## src/rtl/fetch_queue.sv

```systemverilog
// -----------------------------------------------------------------------------
// fetch_queue
//
// Instruction fetch unit with a small in-order queue between instruction
// memory and the decoder. A fetch PC (fpc) is walked forward by 4 for every
// issued read. The word returned one cycle later is enqueued together with
// its fetch address. A redirect flushes the queue, squashes the read in
// flight and restarts fetching at the new target on the following cycle.
//
// Parameters
//   DEPTH    : number of queue entries (power of two, 2..16)
//   RESET_PC : first fetch address after reset
//
// Ports
//   clk          in   single clock, rising edge
//   reset        in   asynchronous active-low reset
//   imem_req     out  instruction-memory read request this cycle
//   imem_addr    out  word-aligned read address (valid while imem_req=1)
//   imem_rdata   in   read data, one cycle after an issued request
//   redirect     in   control-flow change from decode/execute
//   redirect_pc  in   new fetch target, sampled while redirect=1
//   instr        out  head instruction word (0 when empty)
//   instr_pc     out  address of the head instruction (0 when empty)
//   pcplus4      out  instr_pc + 4 modulo 2^32 (0 when empty)
//   instr_valid  out  queue head valid
//   instr_ready  in   decoder accepts the head this cycle
//   count        out  number of occupied entries
// -----------------------------------------------------------------------------
module fetch_queue #(
    parameter int          DEPTH    = 4,
    parameter logic [31:0] RESET_PC = 32'h0000_0000
) (
    input  logic                      clk,
    input  logic                      reset,
    output logic                      imem_req,
    output logic [31:0]               imem_addr,
    input  logic [31:0]               imem_rdata,
    input  logic                      redirect,
    input  logic [31:0]               redirect_pc,
    output logic [31:0]               instr,
    output logic [31:0]               instr_pc,
    output logic [31:0]               pcplus4,
    output logic                      instr_valid,
    input  logic                      instr_ready,
    output logic [$clog2(DEPTH):0]    count
);

    localparam int          PW      = $clog2(DEPTH);
    localparam int          CW      = PW + 1;
    localparam logic [CW:0] DEPTH_W = (CW + 1)'(DEPTH);

    // Architectural state
    logic [31:0]   fpc_q,         fpc_d;
    logic          inflight_q,    inflight_d;
    logic [31:0]   inflight_pc_q, inflight_pc_d;
    logic [PW-1:0] head_q,        head_d;
    logic [PW-1:0] tail_q,        tail_d;
    logic [CW-1:0] count_q,       count_d;
    logic [31:0]   mem_instr_q [DEPTH];
    logic [31:0]   mem_instr_d [DEPTH];
    logic [31:0]   mem_pc_q    [DEPTH];
    logic [31:0]   mem_pc_d    [DEPTH];

    // Combinational helpers
    logic [31:0]   addr_s;
    logic [CW:0]   occ_s;
    logic          issue_s;
    logic          enq_s;
    logic          deq_s;
    logic          empty_s;

    // The low address bits are forced to zero so an unaligned RESET_PC or
    // redirect target still produces a word-aligned fetch.
    assign addr_s    = fpc_q & 32'hFFFF_FFFC;
    assign imem_addr = addr_s;
    assign imem_req  = issue_s;
    assign count     = count_q;
    assign empty_s   = (count_q == CW'(0));
    assign instr_valid = ~empty_s;

    // Issue decision: entries already queued plus the word still in flight
    // must leave room, so an enqueue can never find the queue full.
    always_comb begin
        occ_s   = {1'b0, count_q} + {{CW{1'b0}}, inflight_q};
        issue_s = 1'b0;
        if (reset && !redirect && (occ_s < DEPTH_W)) begin
            issue_s = 1'b1;
        end else begin
            issue_s = 1'b0;
        end
    end

    // Enqueue/dequeue qualifiers; a redirect overrides both.
    always_comb begin
        enq_s = inflight_q & ~redirect;
        deq_s = ~empty_s & instr_ready & ~redirect;
    end

    // Next-state logic for fetch PC, in-flight tracking and the queue.
    always_comb begin
        fpc_d         = fpc_q;
        inflight_d    = inflight_q;
        inflight_pc_d = inflight_pc_q;
        head_d        = head_q;
        tail_d        = tail_q;
        count_d       = count_q;
        mem_instr_d   = mem_instr_q;
        mem_pc_d      = mem_pc_q;
        if (redirect) begin
            // Flush everything; the response of a request issued last cycle
            // is dropped because inflight is cleared without enqueueing.
            fpc_d      = redirect_pc & 32'hFFFF_FFFC;
            inflight_d = 1'b0;
            head_d     = PW'(0);
            tail_d     = PW'(0);
            count_d    = CW'(0);
        end else begin
            if (issue_s) begin
                fpc_d         = addr_s + 32'd4;
                inflight_pc_d = addr_s;
            end else begin
                fpc_d         = fpc_q;
                inflight_pc_d = inflight_pc_q;
            end
            inflight_d = issue_s;

            if (enq_s) begin
                mem_instr_d[tail_q] = imem_rdata;
                mem_pc_d[tail_q]    = inflight_pc_q;
                tail_d              = tail_q + PW'(1);
            end else begin
                tail_d = tail_q;
            end

            if (deq_s) begin
                head_d = head_q + PW'(1);
            end else begin
                head_d = head_q;
            end

            case ({enq_s, deq_s})
                2'b10:   count_d = count_q + CW'(1);
                2'b01:   count_d = count_q - CW'(1);
                default: count_d = count_q;
            endcase
        end
    end

    // Head presentation to the decoder; all zero while the queue is empty.
    always_comb begin
        if (!empty_s) begin
            instr    = mem_instr_q[head_q];
            instr_pc = mem_pc_q[head_q];
            pcplus4  = mem_pc_q[head_q] + 32'd4;
        end else begin
            instr    = 32'd0;
            instr_pc = 32'd0;
            pcplus4  = 32'd0;
        end
    end

    // State registers with asynchronous active-low reset.
    always_ff @(posedge clk or negedge reset) begin
        if (!reset) begin
            fpc_q         <= RESET_PC;
            inflight_q    <= 1'b0;
            inflight_pc_q <= 32'd0;
            head_q        <= PW'(0);
            tail_q        <= PW'(0);
            count_q       <= CW'(0);
            for (int i = 0; i < DEPTH; i++) begin
                mem_instr_q[i] <= 32'd0;
                mem_pc_q[i]    <= 32'd0;
            end
        end else begin
            fpc_q         <= fpc_d;
            inflight_q    <= inflight_d;
            inflight_pc_q <= inflight_pc_d;
            head_q        <= head_d;
            tail_q        <= tail_d;
            count_q       <= count_d;
            for (int i = 0; i < DEPTH; i++) begin
                mem_instr_q[i] <= mem_instr_d[i];
                mem_pc_q[i]    <= mem_pc_d[i];
            end
        end
    end

endmodule

```

## config.mk

```make
export PLATFORM = sky130hd
export DESIGN_NAME = fetch_queue
export DESIGN_NICKNAME = d
export VERILOG_FILES = /design/src/rtl/fetch_queue.sv
export SDC_FILE = /design/constraint.sdc
export NUM_CORES = 1
export LEC_CHECK = 0
export CORE_ASPECT_RATIO = 1.5
export CORE_UTILIZATION = 60
export CTS_CLUSTER_DIAMETER = 40
export DETAILED_ROUTE_END_ITERATION = 10
export PLACE_DENSITY = 0.86
export SLEW_MARGIN = 25
export SYNTH_ARGS = -nofsm -noshare
export SYNTH_HDL_FRONTEND = slang
export SYNTH_SLANG_ARGS = --single-unit
```

## constraint.sdc

```tcl
create_clock -name clk -period 6 [get_ports clk]
set_input_delay 1.8 -clock clk [delete_from_list [all_inputs] [get_ports clk]]
set_output_delay 1.8 -clock clk [all_outputs]
set_load 0.1 [all_outputs]
```

== Word-level counts from Yosys, hierarchy flattened ==
Cells that the tools add are included.

* Bits in registers: 326
* Bits in latches: 0
* RAM bits: 0
* Bits in read-only memories: 0
* Output and inout bits: 133
* Logic and storage cells: 68
* Memories kept: 0

* Add/subtract/negate cells: 7
* $mul: 0
* Div/mod/pow operators: 0
* Magnitude comparators: 4
* Equal/unequal tests: 2
* Shift-type cells: 0
* Muxes and demuxes: 23
* Bitwise logic cells: 7
* Reductions and logical operators: 11

{| class="wikitable"
|+ Operators with widths
! operator !! count
|-
| $mux W32 || 10
|-
| $bwmux W128 || 2
|-
| $bmux W32 S2 || 2
|-
| $add A32 B3 Y32 const B || 2
|-
| $demux W32 S2 || 1
|-
| $mux W2 || 4
|-
| $ge A3 B3 Y1 const B || 2
|-
| $not A2 Y3 || 2
|-
| $pmux W3 S2 || 1
|-
| $reduce_bool A2 Y1 || 3
|-
| $add A2 B1 Y2 const B || 2
|-
| $add A3 B1 Y4 || 1
|-
| $lt A4 B3 Y1 const B || 1
|-
| $reduce_and A2 Y1 || 2
|-
| $add A3 B1 Y3 const B || 1
|-
| $and A1 B1 Y1 || 3
|-
| $logic_and A1 B1 Y1 || 3
|-
| $logic_not A3 Y1 || 1
|-
| $lt A3 B1 Y1 const B || 1
|-
| $mux W3 || 1
|-
| $reduce_bool A3 Y1 || 1
|-
| $sub A3 B1 Y3 const B || 1
|-
| $eq A2 B1 Y1 const B || 1
|-
| $eq A2 B2 Y1 const B || 1
|-
| 3 further kinds || 5
|}

== Longest topological paths before layout ==
* Depth in word-level cells: 7
* Mapped depth: 10

== Worst setup path before layout ==
No wires, ideal clock.

* Path type: register -> output
* From: register head_q[0]
* To: output pcplus4[18]
* Arrival time: 3.728 ns
* Required time: 4.200 ns
* Setup slack: 0.472 ns
* Cell stages (with the launch flop): 11
* Cell sequence: dfrtp_1 buf_6 buf_12 mux4_1 ha_1 nand2_1 o22ai_4 nand4_4 buf_6 or3_1 a21oi_1

* Longest elaborated chain between the ends: 6

{| class="wikitable"
|+ RTL lines
! what !! line !! text
|-
| start, declared || 56 || <nowiki>logic [PW-1:0] head_q, head_d;</nowiki>
|-
| start signal, assigned || 168 || <nowiki>head_q <= PW'(0);</nowiki>
|-
| start signal, assigned || 179 || <nowiki>head_q <= head_d;</nowiki>
|-
| $not A2 Y3 (not written as such) || 154 || <nowiki>pcplus4 = mem_pc_q[head_q] + 32'd4;</nowiki>
|-
| $bmux W32 S2 || 154 ||
|-
| $mux W32 (not written as such) (2 in a row) || 154 ||
|-
| $add A32 B3 Y32 || 154 ||
|-
| $mux W32 || 151 || <nowiki>if (!empty_s) begin</nowiki>
|-
| end, declared || 42 || <nowiki>output logic [31:0] pcplus4,</nowiki>
|}

Every way passes these cells. The select of a mux whose other input is x is not followed.

== Worst setup path in the final report ==
* From: register head_q[0]
* To: output pcplus4[24]

The elaborated chain is that of the path after synthesis.

==> run summary <==
result of the run - completed
maximum number of pins on one net before global-route repair - 174
netlist area before placement - 0.0153 mm^2
final weighted congestion in routability-driven placement - 0.844
CTS resizes - 0
standard cell core area - 0.0251 mm^2
drt total wl - 35,200 um
cts hold-fix bufs - 0
I/O Pins - 201
Antenna diodes - 0
half-perimeter wire length after placement - 22,600 um
clock root buffer master - clkbuf_16
Die Ht - 197 um
arrival time of data at the critical path endpoint - 3650 ps
clock skew after layout - 16.2 ps
number of enable-type register cells in the synthesized netlist - 0
top cell types by occurrence after synthesis - dfrtp_1, mux2_2, nand2_1
antenna violation net count after detailed routing - 0
Synth top area share - 51.8%
Synth Register Bits - 316
Final Net Count - 1,431
initial core utilization - 60.9%
shortest period the worst path allows - 5450 ps
slew at the pin closest to its max-slew limit - 1030 ps
FF+latch area - 0.00791 mm^2
RR Startpoint - count[0]
library cells used by synthesis - 50
detailed-router iteration count before antenna repair - 5
crit path from - head_q[0]
via count - 10,400
Post-Synthesis Mean Instance Area - 12.9 um^2
delay contributed by the slowest stage of the critical path - 670 ps
slack of the worst reg-to-reg path - 2550 ps
Worst Reg-to-Reg Cells - 9
final clock period utilization by the worst path - 90.9%
Clock Path Buffers - 3
most repeated cell in the gate-level netlist after synthesis - dfrtp_1
ratio of cells with drive above 1 in the final layout - 34.4%
crit path capture - pcplus4[24]
total number of clock tree sinks - 316
die footprint - 0.0261 mm^2
worst relative slew slack - 31.3%
setup repair after global routing missed its margin - false
Sum Neg Setup Slack - 0 ps
reported max-cap violation count - 0
type of element capturing the critical path - output pin
Die Wd - 132 um
Setup Crit Path Kind - register to output pin
routed vias/inst - 6.07
DRC Markers - 0
post-synthesis cell type with the largest combined area - dfrtp_1
area of the multi-input gates - 0.00695 mm^2
fraction of synthesis flops using an asynchronous set or reset pin - 100%
TritonCTS clock tree - built
Main synth FF type - dfrtp_1
mean routed wirelength per cell - 20.6 um
count of final hold-check violations - 0
warnings from Yosys - 0
number of pins with negative max-slew slack in the final report - 0
Worst-Skew Late Latency - 570 ps
overflow left after global routing - 0
number of standard cells after synthesis - 1,185
library cell contributing the largest single delay on the critical path - dfrtp_4
number of antenna violations at the first check in global routing - 0
Final setup violation count - 0
worst reg2reg endpoint - count[2]
All-Layer GR Usage - 27.9%
1st-iter DRT viols - 523
number of port buffers - 192
crit-path max FO - 26
# Post-CTS Setup Buffers - 0
sequential element share of the synthesized area - 51.8%
clock buffers created by TritonCTS - 31
clock-pin slew reported for the worst setup and hold paths after clock tree synthesis - 70 ps
H-tree Lvls - 1
Critical Path Start Type - register
number of cell rows - 71
layout overhead on the synthesized area - 20.7%
critical path, cell by cell - mux4_1 > ha_1 > nand2_1 > o22ai_4 > nand4_4 > nor3_1 > mux2_2 > buf_4
top area cells in the synthesized netlist - dfrtp_1, mux2_2, mux4_2, mux4_1, nand2_1
fmax - 0.183 GHz
FILL cells - 1,632
data required time of the worst path - 4200 ps
first-pass GRT wire length - 57,800 um
via count of the first global-routing pass - 11,000
classification of the worst-slack hold path - register to register
[per-layer routing]
metal | vias to the layer above | track usage (%) | share of wire (%)
met4 | 0 | 9.45 | 2.7
li1 | 4648 | - | -
met5 | - | 0 | 0
met2 | 339 | 49.5 | 53
met3 | 62 | 4.21 | 5.6
met1 | 5326 | 35.2 | 39
[critical path: cells and delay by family, from the launching register on]
| kind | cells | cell delay (ps) |
|---|---|---|
| adder cells (fa/ha/maj) | 1 | 290 |
| buffers and inverters | 1 | 240 |
| flip-flops | 1 | 670 |
| multiplexers | 2 | 930 |
| AO/OA/AOI/OAI | 1 | 260 |
| AND/OR/NAND/NOR | 3 | 680 |
[worst min-delay path by stage]
stage | from | endpoint | slack, ps | cells after the start
3_3_place_gp | mem_pc_q[16] | mem_pc_q[16] | 480 | 1
4_1_cts | mem_pc_q[66] | mem_pc_q[66] | 500 | 1
2_1_floorplan | mem_pc_q[66] | mem_pc_q[66] | 470 | 1
6_report | mem_pc_q[83] | mem_pc_q[83] | 500 | 1
5_1_grt | mem_instr_q[103] | mem_instr_q[103] | 510 | 1
3_5_place_dp | mem_pc_q[83] | mem_pc_q[83] | 480 | 1
[kinds of logic after synthesis]
group	after synthesis	share of synthesized area, %
fa+ha+maj	7	0.623
compound gates	96	4.06
buf+inv	95	2.92
other cells	1	0.0246
xor+xnor	15	0.861
mux	321	28.7
flops	316	51.8
simple gates	334	10.9
[layout make-up]
type | instances | area share [%]
Clock buffer | 39 | 4.65
Clock inverter | 18 | 1.64
Inverter | 14 | 0.285
Multi-Input combinational cell | 779 | 37.7
Sequential cell | 316 | 43.0
Tap cell | 328 | 2.23
Timing Repair Buffer | 214 | 10.5
[per-stage QoR]
stage	setup WS, ps	hold slack [ps]	utilization [%]	cell area, um^2	cells
after floorplan	472	470	-	15300	1190
after global placement	1170	479	68.9	17200	1651
after detailed placement	1140	484	68.9	17200	1651
after CTS	542	499	73.5	18400	1708
after global routing	394	514	73.5	18400	1708
final	548	498	73.5	18400	1708
[cell usage in the layout (no fill, tap or decap), types with 6 or more instances in the layout]
cell | Yosys | final
a21oi_1 | 21 | 21
a221o_1 | 6 | 6
a31oi_1 | 7 | 7
and2_1 | 62 | 62
and3_1 | 7 | 7
buf_4 | 9 | 103
bufinv_16 | 0 | 7
clkbuf_16 | 0 | 31
clkdlybuf4s50_1 | 0 | 105
conb_1 | 1 | 6
dfrtp_1 | 316 | 314
ha_1 | 6 | 6
inv_1 | 14 | 13
mux2_2 | 254 | 254
mux4_1 | 21 | 21
mux4_2 | 41 | 41
nand2_1 | 134 | 130
nand3_1 | 34 | 33
nand4_1 | 13 | 13
nor2_1 | 35 | 35
nor3_1 | 14 | 13
o211ai_1 | 7 | 7
o21ai_0 | 33 | 33
o311ai_0 | 10 | 10
or3_1 | 10 | 10
xor2_1 | 12 | 12
[state kept, by name (all words and copies together), names as in the netlist]
name           flops
mem_instr_q      128
inflight_pc_q     30
count              3
fpc_q             30
tail_q             2
head_q             2
inflight_q         1
mem_pc_q         120
Power is left out: the tool's default activity adds up to more than one toggle a clock period on the data nets, which glitch-free logic cannot reach.
